--- config.mk ---
export PLATFORM = sky130hd
export DESIGN_NAME = pc_sequencer
export DESIGN_NICKNAME = d
export VERILOG_FILES = /design/src/rtl/pc_sequencer.sv
export SDC_FILE = /design/constraint.sdc
export NUM_CORES = 1
export LEC_CHECK = 0
export ABC_AREA = 1
export BUFFER_PORTS_ARGS = -buffer_cell sky130_fd_sc_hd__clkbuf_2
export CORE_MARGIN = 2
export CORE_UTILIZATION = 45
export CTS_CLUSTER_DIAMETER = 60
export DETAILED_ROUTE_END_ITERATION = 12
export HOLD_SLACK_MARGIN = 0.08
export PLACE_DENSITY = 0.79
export SYNTH_ARGS = -nofsm -noshare
export SYNTH_HDL_FRONTEND = slang
export SYNTH_SLANG_ARGS = --single-unit
--- constraint.sdc ---
create_clock -name clk -period 2.05 [get_ports clk]
set_input_delay 0.1025 -clock clk [delete_from_list [all_inputs] [get_ports clk]]
set_output_delay 0.1025 -clock clk [all_outputs]
set_load 0.02 [all_outputs]
--- src/rtl/pc_sequencer.sv ---
// ============================================================================
// Module   : pc_sequencer
// Brief    : Fetch PC sequencer with prioritised redirects and optional return
//            address stack (enabled by defining PC_SEQ_RAS_EN).
// Revision : 1.0 - initial release
// ============================================================================
`default_nettype none

module pc_sequencer #(
    parameter int                ADDR_W    = 32,
    parameter logic [ADDR_W-1:0] RESET_PC  = ADDR_W'(32'h0000_3000),
    parameter logic [ADDR_W-1:0] EXC_VEC   = ADDR_W'(32'h0000_4180),
    parameter int                RAS_DEPTH = 4
) (
    input  logic                         clk,
    input  logic                         reset,
    input  logic                         stall,
    input  logic                         exc_req,
    input  logic [ADDR_W-1:0]            id_pc4,
    input  logic                         br_taken,
    input  logic [15:0]                  br_imm,
    input  logic                         j_valid,
    input  logic [25:0]                  j_index,
    input  logic                         call,
    input  logic                         jr_valid,
    input  logic [ADDR_W-1:0]            jr_target,
    input  logic                         ret,
    output logic [ADDR_W-1:0]            pc,
    output logic [ADDR_W-1:0]            pc4,
    output logic                         pc_misalign,
    output logic                         ras_miss,
    output logic [$clog2(RAS_DEPTH):0]   ras_count
);

    localparam int c_PTR_W = $clog2(RAS_DEPTH);
    localparam int c_CNT_W = c_PTR_W + 1;

    logic [ADDR_W-1:0] pc_q;
    logic [ADDR_W-1:0] pc_d;
    logic [ADDR_W-1:0] br_target;
    logic [ADDR_W-1:0] j_target;

    assign pc          = pc_q;
    assign pc4         = pc_q + ADDR_W'(4);
    assign pc_misalign = |pc_q[1:0];
    assign br_target   = id_pc4 + {{(ADDR_W-18){br_imm[15]}}, br_imm, 2'b00};

    generate
        if (ADDR_W > 28) begin : g_jt_region
            assign j_target = {id_pc4[ADDR_W-1:28], j_index, 2'b00};
        end else begin : g_jt_flat
            assign j_target = {j_index, 2'b00};
        end
    endgenerate

    always_comb begin
        pc_d = pc4;
        if (exc_req)       pc_d = EXC_VEC;
        else if (stall)    pc_d = pc_q;
        else if (jr_valid) pc_d = jr_target;
        else if (j_valid)  pc_d = j_target;
        else if (br_taken) pc_d = br_target;
    end

    always_ff @(posedge clk) begin
        if (reset) pc_q <= RESET_PC;
        else       pc_q <= pc_d;
    end

`ifdef PC_SEQ_RAS_EN
    logic [ADDR_W-1:0]  ras_mem_q [RAS_DEPTH];
    logic [ADDR_W-1:0]  ras_mem_d [RAS_DEPTH];
    logic [c_PTR_W-1:0] ptr_q, ptr_d, ptr_prev;
    logic [c_CNT_W-1:0] cnt_q, cnt_d;
    logic               miss_q, miss_d;
    logic               push, pop;

    // jr outranks j in the selector, so push and pop are mutually exclusive
    assign push     = !exc_req && !stall && !jr_valid && j_valid && call;
    assign pop      = !exc_req && !stall && jr_valid && ret;
    assign ptr_prev = ptr_q - c_PTR_W'(1);

    always_comb begin
        ras_mem_d = ras_mem_q;
        ptr_d     = ptr_q;
        cnt_d     = cnt_q;
        miss_d    = 1'b0;
        if (push) begin
            // ptr_q always addresses the oldest slot once full, so wrap overwrites it
            ras_mem_d[ptr_q] = id_pc4 + ADDR_W'(4);
            ptr_d            = ptr_q + c_PTR_W'(1);
            if (cnt_q != c_CNT_W'(RAS_DEPTH)) cnt_d = cnt_q + c_CNT_W'(1);
        end else if (pop) begin
            if (cnt_q == '0) begin
                miss_d = 1'b1;
            end else begin
                miss_d = (ras_mem_q[ptr_prev] != jr_target);
                ptr_d  = ptr_prev;
                cnt_d  = cnt_q - c_CNT_W'(1);
            end
        end
    end

    always_ff @(posedge clk) begin
        if (reset) begin
            ptr_q  <= '0;
            cnt_q  <= '0;
            miss_q <= 1'b0;
        end else begin
            ptr_q  <= ptr_d;
            cnt_q  <= cnt_d;
            miss_q <= miss_d;
        end
    end

    always_ff @(posedge clk) begin
        ras_mem_q <= ras_mem_d;
    end

    assign ras_miss  = miss_q;
    assign ras_count = cnt_q;
`else
    logic w_unused_ras;
    assign w_unused_ras = ^{call, ret};
    assign ras_miss     = 1'b0;
    assign ras_count    = '0;
`endif

endmodule

`default_nettype wire

==> results of run 1 <==
## through the flow
step | TNS [ps] | power, mW | setup WS [ps]
2_1_floorplan | 0 | 1.534 | 45.12
4_1_cts | 0 | 2.726 | 3.770
3_5_place_dp | 0 | 2.019 | 59.54
5_1_grt | -5.608 | 2.943 | -5.608
6_report | 0 | 2.748 | 59.49
3_3_place_gp | 0 | 2.009 | 84.82
## timing repair
item                                   4_1_cts  5_1_grt
setup endpoints to repair                    1       17
hold buffers                                 1        0
pin swaps                                    0        6
resized for setup                            1       17
endpoints found under the hold margin        3        0
setup buffers                                0        8
## critical path: stages (launching register included)
cell and delay, ps:
dfxtp_1 390, nand2_1 140, nor2_2 210, nand4_2 180, nor2_4 210, xor2_1 240
inv_1 80, clkbuf_2 160
## cells in the final DEF (no fill, tap or decap), drive strengths merged, types with 2 or more instances in the layout
cell    Yosys  layout
nand2     307     307
clkbuf     20     182
inv       140     140
nor2       84      84
a21oi      75      75
nand3      60      60
buf         9      55
o21ai      40      40
dfxtp      32      32
ha         30      30
or2        17      17
nor3       17      17
xor2       16      16
xnor2      12      12
a221oi     12      12
o211ai     11      11
o21bai      9       9
nand4       9       9
conb        1       4
nand3b      3       3
o31ai       2       2
o221a       2       2
o221ai      2       2
and2        2       2
a31o        2       2
clkinv      1       2
## cell families (layout without fill, tap and decap cells)
family          Yosys count  after routing
xor+xnor                 28             28
other cells               1              4
buf+inv                 170            380
simple gates            500            500
fa+ha+maj                31             31
compound gates          156            156
flops                    32             32
## layer usage
layer  up-vias  GRT usage [%]  part of all wire (%)
met3        30          4.292                   9.0
met5         -              0                     0
li1       3365              -                     -
met2       305          50.18                    45
met1      2926          40.57                    43
met4         0          8.482                   2.5
## cell type report
class,count,area share (%)
Clock buffer,6,1.950
Sequential cell,32,9.847
Tap cell,140,2.651
Clock inverter,1,0.07574
Inverter,141,8.010
Timing Repair Buffer,232,19.75
Multi-Input combinational cell,719,57.72
## path summary, 6_finish.rpt
check             cells past startpoint      end        from  slack, ps
hold reg to reg                       2   pc[31]      pc[31]        580
setup / recovery                      7  pc4[13]      pc[12]         60
hold / removal                        3    pc[2]  j_index[0]        120
setup reg to reg                     14   pc[29]      pc[14]        130
## power breakdown
group / internal (mW) / switching, mW
logic: 0.515 / 0.822
clock network: 0.441 / 0.274
registers: 0.655 / 0.0403
total: 1.61 / 1.14
==> flow_summary.yaml, run 1 <==
clock_tree:
  cts_buffers: 5
  clk_pin_slew_ps: 50
  cts_root_buffer: "clkbuf_16"
  clock_latency_ps: 280
  cts_max_level: 2
  cts_tree: "done"
  cts.sinks: 32
  clk_path_buf_depth: 2
detailed_routing:
  dr.pass1.iters: 5
  drc_errors: 0
  vias_per_cell: 5.213
  drtIter0Drc: 516
  ant_nets: 0
  wl_per_cell_microns: 14.46
  num_vias: 6626
  drt_wl_total_microns: 18380
layout:
  nNetsFinal: 1277
  drive_above_1_share_pct: 26.79
  final_cell_count_no_fill: 1271
  largest_register_ff_count: 32
  fin_area_sq_um: 6608
  fin_util_pct: 60.42
  seq_area_sq_um: 650.6
  syn_to_final_growth_pct: 30.40
  nFillCells: 1160
  diodes: 0
  multi_input_area_sq_um: 3814
timing:
  setup_violations: 0
  period_needed_ps: 1991
  timing.fmax_mhz: 502.4
  worst_slew_pin_slew_ps: 578.4
  finalClockSkew_ps: 3.088
  period_share_pct: 97.10
  hold_violations: 0
  relSlewSlack_pct: 61.39
  maxSlewViolCount: 0
  hold_slack_ps: 118.3
worst_setup_path:
  endpoint_kind: "output port"
  arrival_ps: 1890
  critPathKind: "flop to output port"
  startpoint_type: "flop"
  cp.required_ps: 1950
  critical_path_peak_fanout: 4
power:
  ir_drop_mv: 0.3883
  p_per_area_nw_per_um2: 415.9
  leakage_nw: 3.636
logic_synthesis:
  synth_flop_cell: "dfxtp_1"
  yosysWarnings: 0
  synth_top_area_share_pct: 22.22
  synth_top_area_cell: "nand2_1"
  synth_most_common_cell: "nand2_1"
  netlist_area_sq_um: 5067
  seq_area_frac_synth_pct: 12.64
  ys_ff_latch: 32
  synthTopCellsByArea: "nand2_1 (22%), dfxtp_1 (13%), inv_1 (10%), ha_1 (7.4%), a21oi_1 (7.2%)"
  muxShareOfSynthArea_pct: 0
  synth_top_cells_by_count: "nand2_1 (300), inv_1 (135), a21oi_1 (73)"
  yosys.area_share.adder_pct: 7.802
  synth_xor_area_share_pct: 5.136
  synth_top_family_by_area: "simple AND/OR/NAND/NOR gates"
  synth_edf_count: 0
  yosysUniqueCellTypes: 45
  synth-compound-area-share_pct: 18.22
  yosys.area_share.simple_pct: 42.96
  syn_area_per_cell_sq_um: 5.520
  synth-async-reset-ratio_pct: 0
  syn_inst: 918
floorplan:
  rows: 38
  die_w_microns: 110.1
  die_h_microns: 110.1
  core-area_sq_um: 10940
  ios: 184
  initial_core_util_pct: 46.34
  die_area_sq_um: 12130
placed_design:
  hpwl_microns: 15400
  gp_congestion: 0.9411
  port_buffers: 177
  placed_cell_area_sq_um: 6347
  dpl.cell_count: 1255
run:
  maxCapViolations: 0
grt:
  grt_pass1_vias: 5875
  grt_overflow: 0
  grt_first_pass_wirelength_microns: 28590
  grt_max_degree: 27
  antenna_found_initial: 0
  grt.total_usage_pct: 30.15
run_status:
  outcome: "complete, no violations"
hold_path:
  timing.hold.worst.class: "input pin to flop"
(Power assumes the default switching activity.)
==> run 2: changes to the inputs <==
==> constraint.sdc (replaced) <==
create_clock -name clk -period 2.05 [get_ports clk]
set_input_delay 0.41 -clock clk [delete_from_list [all_inputs] [get_ports clk]]
set_output_delay 0.41 -clock clk [all_outputs]
set_load 0.02 [all_outputs]
==> flow_summary.yaml, run 2 (synthesis results as in run 1) <==
grt:
  grt.total_usage_pct: 32.18
  grt_max_degree: 28
  antenna_found_initial: 0
  grt_overflow: 0
  grt_pass1_vias: 6332
  grt_first_pass_wirelength_microns: 30660
worst_setup_path:
  endpoint_kind: "output port"
  critPathKind: "flop to output port"
  critical_path_peak_fanout: 4
  reg2reg_from: "pc[3]"
  arrival_ps: 1790
  rr_worst_depth: 16
  startpoint_type: "flop"
  r2r_end: "pc[30]"
  cp.required_ps: 1640
  r2r_setup_slack_ps: 110
hold_path:
  hold_path_depth: 2
  min_from: "reset"
  holdPathEnd: "pc[14]"
  timing.hold.worst.class: "input pin to flop"
layout:
  layout_common_cells: "nand2_1 (264), clkbuf_2 (157), inv_1 (129)"
  nFillCells: 896
  fin_area_sq_um: 7983
  nNetsFinal: 1343
  largest_register_ff_count: 32
  drive_above_1_share_pct: 41.32
  diodes: 0
  fin_util_pct: 73.00
  syn_to_final_growth_pct: 57.53
  final_common_cell: "nand2_1"
floorplan:
  die_h_microns: 110.1
  die_w_microns: 110.1
  die_area_sq_um: 12130
  initial_core_util_pct: 46.34
  ios: 184
  core-area_sq_um: 10940
  rows: 38
timing:
  fin_tns_setup_ps: -1452
  relSlewSlack_pct: 60.06
  finalWorstSetupSlack_ps: -153.5
  setup_violations: 20
  hold_violations: 0
  finalClockSkew_ps: 5.827
  worst_slew_pin_slew_ps: 598.5
  period_needed_ps: 2204
  timing.fmax_mhz: 453.8
  maxSlewViolCount: 0
  grt_setup_unrepaired: "yes"
  period_share_pct: 107.5
clock_tree:
  cts_root_buffer: "clkbuf_16"
  cts_max_level: 2
  ctsHoldBuffers: 0
  cts.sinks: 32
  clk_path_buf_depth: 2
  clk_pin_slew_ps: 60
  cts_buffers: 5
  cts_tree: "done"
  clock_latency_ps: 280
run_status:
  outcome: "finished, violations left"
  violations: "setup timing"
detailed_routing:
  ant_nets: 0
  drtIter0Drc: 614
  wl_per_cell_microns: 15.85
  num_vias: 7189
  vias_per_cell: 5.373
  drc_errors: 0
  dr.pass1.iters: 6
  drt_wl_total_microns: 21210
placed_design:
  gp_congestion: 0.9279
  port_buffers: 177
  placed_cell_area_sq_um: 6689
  hpwl_microns: 15420
power:
  ir_drop_mv: 0.3307
  p_per_area_nw_per_um2: 411.5
  leakage_nw: 4.233
run:
  maxCapViolations: 0
==> run 2: where the power goes <==
group | total (mW) | switching (mW) | leakage (nW) | internal [mW]
Combinational | 1.64 | 0.932 | 3.87 | 0.710
Clock | 0.940 | 0.300 | 0.0901 | 0.640
Sequential | 0.704 | 0.0509 | 0.275 | 0.653
==> run 2: per-stage QoR <==
stage	cells	power [mW]	hold slack, ps	setup slack, ps
CTS	1322	3.092	361.9	-87.42
detailed placement	1300	2.122	558.8	-250.6
global placement	1300	2.107	557.8	-226.5
finish	1338	3.285	361.4	-153.5
global route	1338	3.468	373.1	-233.4
floorplan	921	1.535	479.1	-7.202
==> run 2: how the worst max path moves through the flow <==
stage / from / endpoint / slack (ps) / cells past startpoint
2_1_floorplan: pc[2] / pc4[16] / -7 / 6
6_report: pc[3] / pc4[12] / -150 / 9
3_3_place_gp: br_imm[15] / pc[29] / -230 / 13
3_5_place_dp: br_imm[15] / pc[29] / -250 / 14
4_1_cts: pc[6] / pc4[12] / -90 / 10
5_1_grt: pc[3] / pc4[12] / -230 / 9
==> run 2: area by class of cell <==
class                   count  area, sq um  area share, %
multi-input cells         719         4424          55.42
repair buffers            298         1967          24.64
flip-flops and latches     32        698.2          8.746
inverters                 141        535.5          6.708
well taps                 140        175.2          2.194
clock buffers               7        152.6          1.912
clock inverters             1        30.03         0.3762
==> run 2: critical path, stage by stage (launching register included) <==
cell and delay [ps]:
dfxtp_4 370, ha_4 160, nand2_4 70, nor2_4 170, nand4_1 150, nand2_1 110
inv_1 50, or2_4 240, inv_2 70, buf_8 110
==> run 2: metal layers <==
layer,part of all wire [%],track usage [%],vias up
met1,40,41.86,3193
met2,47,54.43,427
met3,9.5,4.586,71
met4,3.6,10.89,0
li1,-,-,3498
met5,0,0,-
==> run 2: what timing repair did <==
| item | 4_1_cts | 5_1_grt |
|---|---|---|
| setup endpoints to repair | 22 | 41 |
| resized for setup | 83 | 151 |
| pin swaps | 24 | 42 |
| setup buffers | 14 | 16 |
==> run 3: changes to the inputs <==
--- a/config.mk
+++ b/config.mk
@@ -7,12 +7,13 @@
 export LEC_CHECK = 0
 export ABC_AREA = 1
 export BUFFER_PORTS_ARGS = -buffer_cell sky130_fd_sc_hd__clkbuf_2
+export CAP_MARGIN = 20
 export CORE_MARGIN = 2
-export CORE_UTILIZATION = 45
+export CORE_UTILIZATION = 44
 export CTS_CLUSTER_DIAMETER = 60
 export DETAILED_ROUTE_END_ITERATION = 12
 export HOLD_SLACK_MARGIN = 0.08
-export PLACE_DENSITY = 0.79
+export PLACE_DENSITY = 0.77
 export SYNTH_ARGS = -nofsm -noshare
 export SYNTH_HDL_FRONTEND = slang
 export SYNTH_SLANG_ARGS = --single-unit
==> flow_summary.yaml, run 3 (synthesis results as in run 1) <==
run_status:
  outcome: "finished, violations left"
  violations: "setup timing"
timing:
  hold_violations: 0
  relSlewSlack_pct: 61.19
  worst_slew_pin_slew_ps: 581.5
  maxSlewViolCount: 0
  period_share_pct: 107.2
  period_needed_ps: 2198
  finalClockSkew_ps: 7.627
  timing.fmax_mhz: 454.9
  finalWorstSetupSlack_ps: -148.1
  setup_violations: 21
  grt_setup_unrepaired: "yes"
worst_setup_path:
  r2r_setup_slack_ps: 20
  cp.required_ps: 1640
  reg2reg_from: "pc[3]"
  worstSetupEndpoint: "pc4[25]"
  startpoint_type: "flop"
  critical_path_peak_fanout: 3
  arrival_ps: 1790
  r2r_end: "pc[14]"
  critPathLaunch: "pc[2]"
  rr_worst_depth: 12
  endpoint_kind: "output port"
  critPathKind: "flop to output port"
layout:
  layout_common_cells: "nand2_1 (270), clkbuf_2 (156), inv_1 (127)"
  drive_above_1_share_pct: 40.18
  nNetsFinal: 1342
  fin_area_sq_um: 7948
  syn_to_final_growth_pct: 56.84
  final_common_cell: "nand2_1"
  diodes: 0
  largest_register_ff_count: 32
floorplan:
  core-area_sq_um: 11320
  die_w_microns: 111.3
  initial_core_util_pct: 44.76
  die_area_sq_um: 12390
  die_h_microns: 111.3
  ios: 184
  rows: 39
hold_path:
  hold_path_depth: 2
  timing.hold.worst.class: "input pin to flop"
clock_tree:
  clk_pin_slew_ps: 60
  cts_root_buffer: "clkbuf_16"
  cts_buffers: 5
  ctsHoldBuffers: 0
  clock_latency_ps: 290
  cts_max_level: 2
  cts_tree: "done"
  cts.sinks: 32
  clk_path_buf_depth: 2
placed_design:
  port_buffers: 177
  pre_cts_slack_ps: -260.5
  gp_congestion: 0.9691
  placed_cell_area_sq_um: 6690
  hpwl_microns: 15500
grt:
  grt.total_usage_pct: 30.77
  grt_first_pass_wirelength_microns: 31230
  antenna_found_initial: 0
  grt_overflow: 0
  grt_pass1_vias: 6506
  grt_max_degree: 28
power:
  swShare_pct: 39.78
  p_int_mw: 1.916
  clkPwrFrac_pct: 27.5
  seqPwrFrac_pct: 22.2
  ir_drop_mv: 0.3066
  power_frac_comb_pct: 50.3
  leakage_nw: 4.231
  switchingPower_mw: 1.265
  p_per_area_nw_per_um2: 400.3
run:
  maxCapViolations: 0
detailed_routing:
  drt_wl_total_microns: 20840
  dr.pass1.iters: 6
  drc_errors: 0
  wl_per_cell_microns: 15.55
  drtIter0Drc: 517
  num_vias: 7147
  ant_nets: 0
  vias_per_cell: 5.334
## run 3: changes by cell type in the layout (fill, tap and decap cells not counted), sizes merged
cell,change
clkbuf,-1
buf,-1
clkinv,+2
clkinvlp,-1
## run 3: repair_timing
action	CTS	global route
buffers inserted	16	14
gates resized for setup	95	137
pin swaps	28	40
setup endpoints to repair	21	44
## run 3: cell type report
class | count | area (sq um)
Fill cell | 998 | 3373
Sequential cell | 32 | 704.4
Multi-Input combinational cell | 719 | 4370
Clock inverter | 2 | 35.03
Clock buffer | 6 | 128.9
Inverter | 141 | 541.8
Tap cell | 143 | 178.9
Timing Repair Buffer | 297 | 1988
## run 3: critical path: stages (launching register included)
cell and delay, ps:
dfxtp_2 350, buf_6 110, nand3_4 80, nor2_4 160
inv_4 60, nor2_4 100, nand4_1 130, or2_1 260
nand2_1 90, clkbuf_8 140
## run 3: metal layers
layer  track usage, %  vias to the layer above  share of wire, %
li1                 -                     3502                 -
met1            39.95                     3202                40
met2            51.46                      368                47
met3            5.139                       75               8.8
met4            11.36                        0               4.6
met5                0                        -                 0
## run 3: power groups by stage
| stage | sequential [mW] | clock, mW | combinational (mW) |
|---|---|---|---|
| CTS | 0.702 | 0.867 | 1.46 |
| global placement | 0.708 | 0 | 1.40 |
| floorplan | 0.746 | 0 | 0.789 |
| finish | 0.706 | 0.874 | 1.60 |
| detailed placement | 0.709 | 0 | 1.41 |
| global route | 0.711 | 0.893 | 1.76 |
## run 3: worst min path at each step
stage	startpoint	end	slack [ps]
floorplan	reset	pc[14]	480
global placement	pc[19]	pc[19]	560
detailed placement	pc[19]	pc[19]	570
CTS	reset	pc[14]	350
global route	reset	pc[14]	360
finish	reset	pc[14]	350
## run 3: metrics by stage
stage / std cells / hold WS [ps] / setup TNS, ps / utilization, % / total power, mW
final: 1340 / 349.7 / -1533 / 70.20 / 3.181
after global routing: 1340 / 360.3 / -2727 / 70.20 / 3.363
after CTS: 1325 / 352.7 / -576.5 / 64.37 / 3.032
after detailed placement: 1301 / 565.7 / -3820 / 59.10 / 2.119
after global placement: 1301 / 564.3 / -3079 / 59.10 / 2.107
after floorplan: 921 / 479.1 / -7.202 / - / 1.535
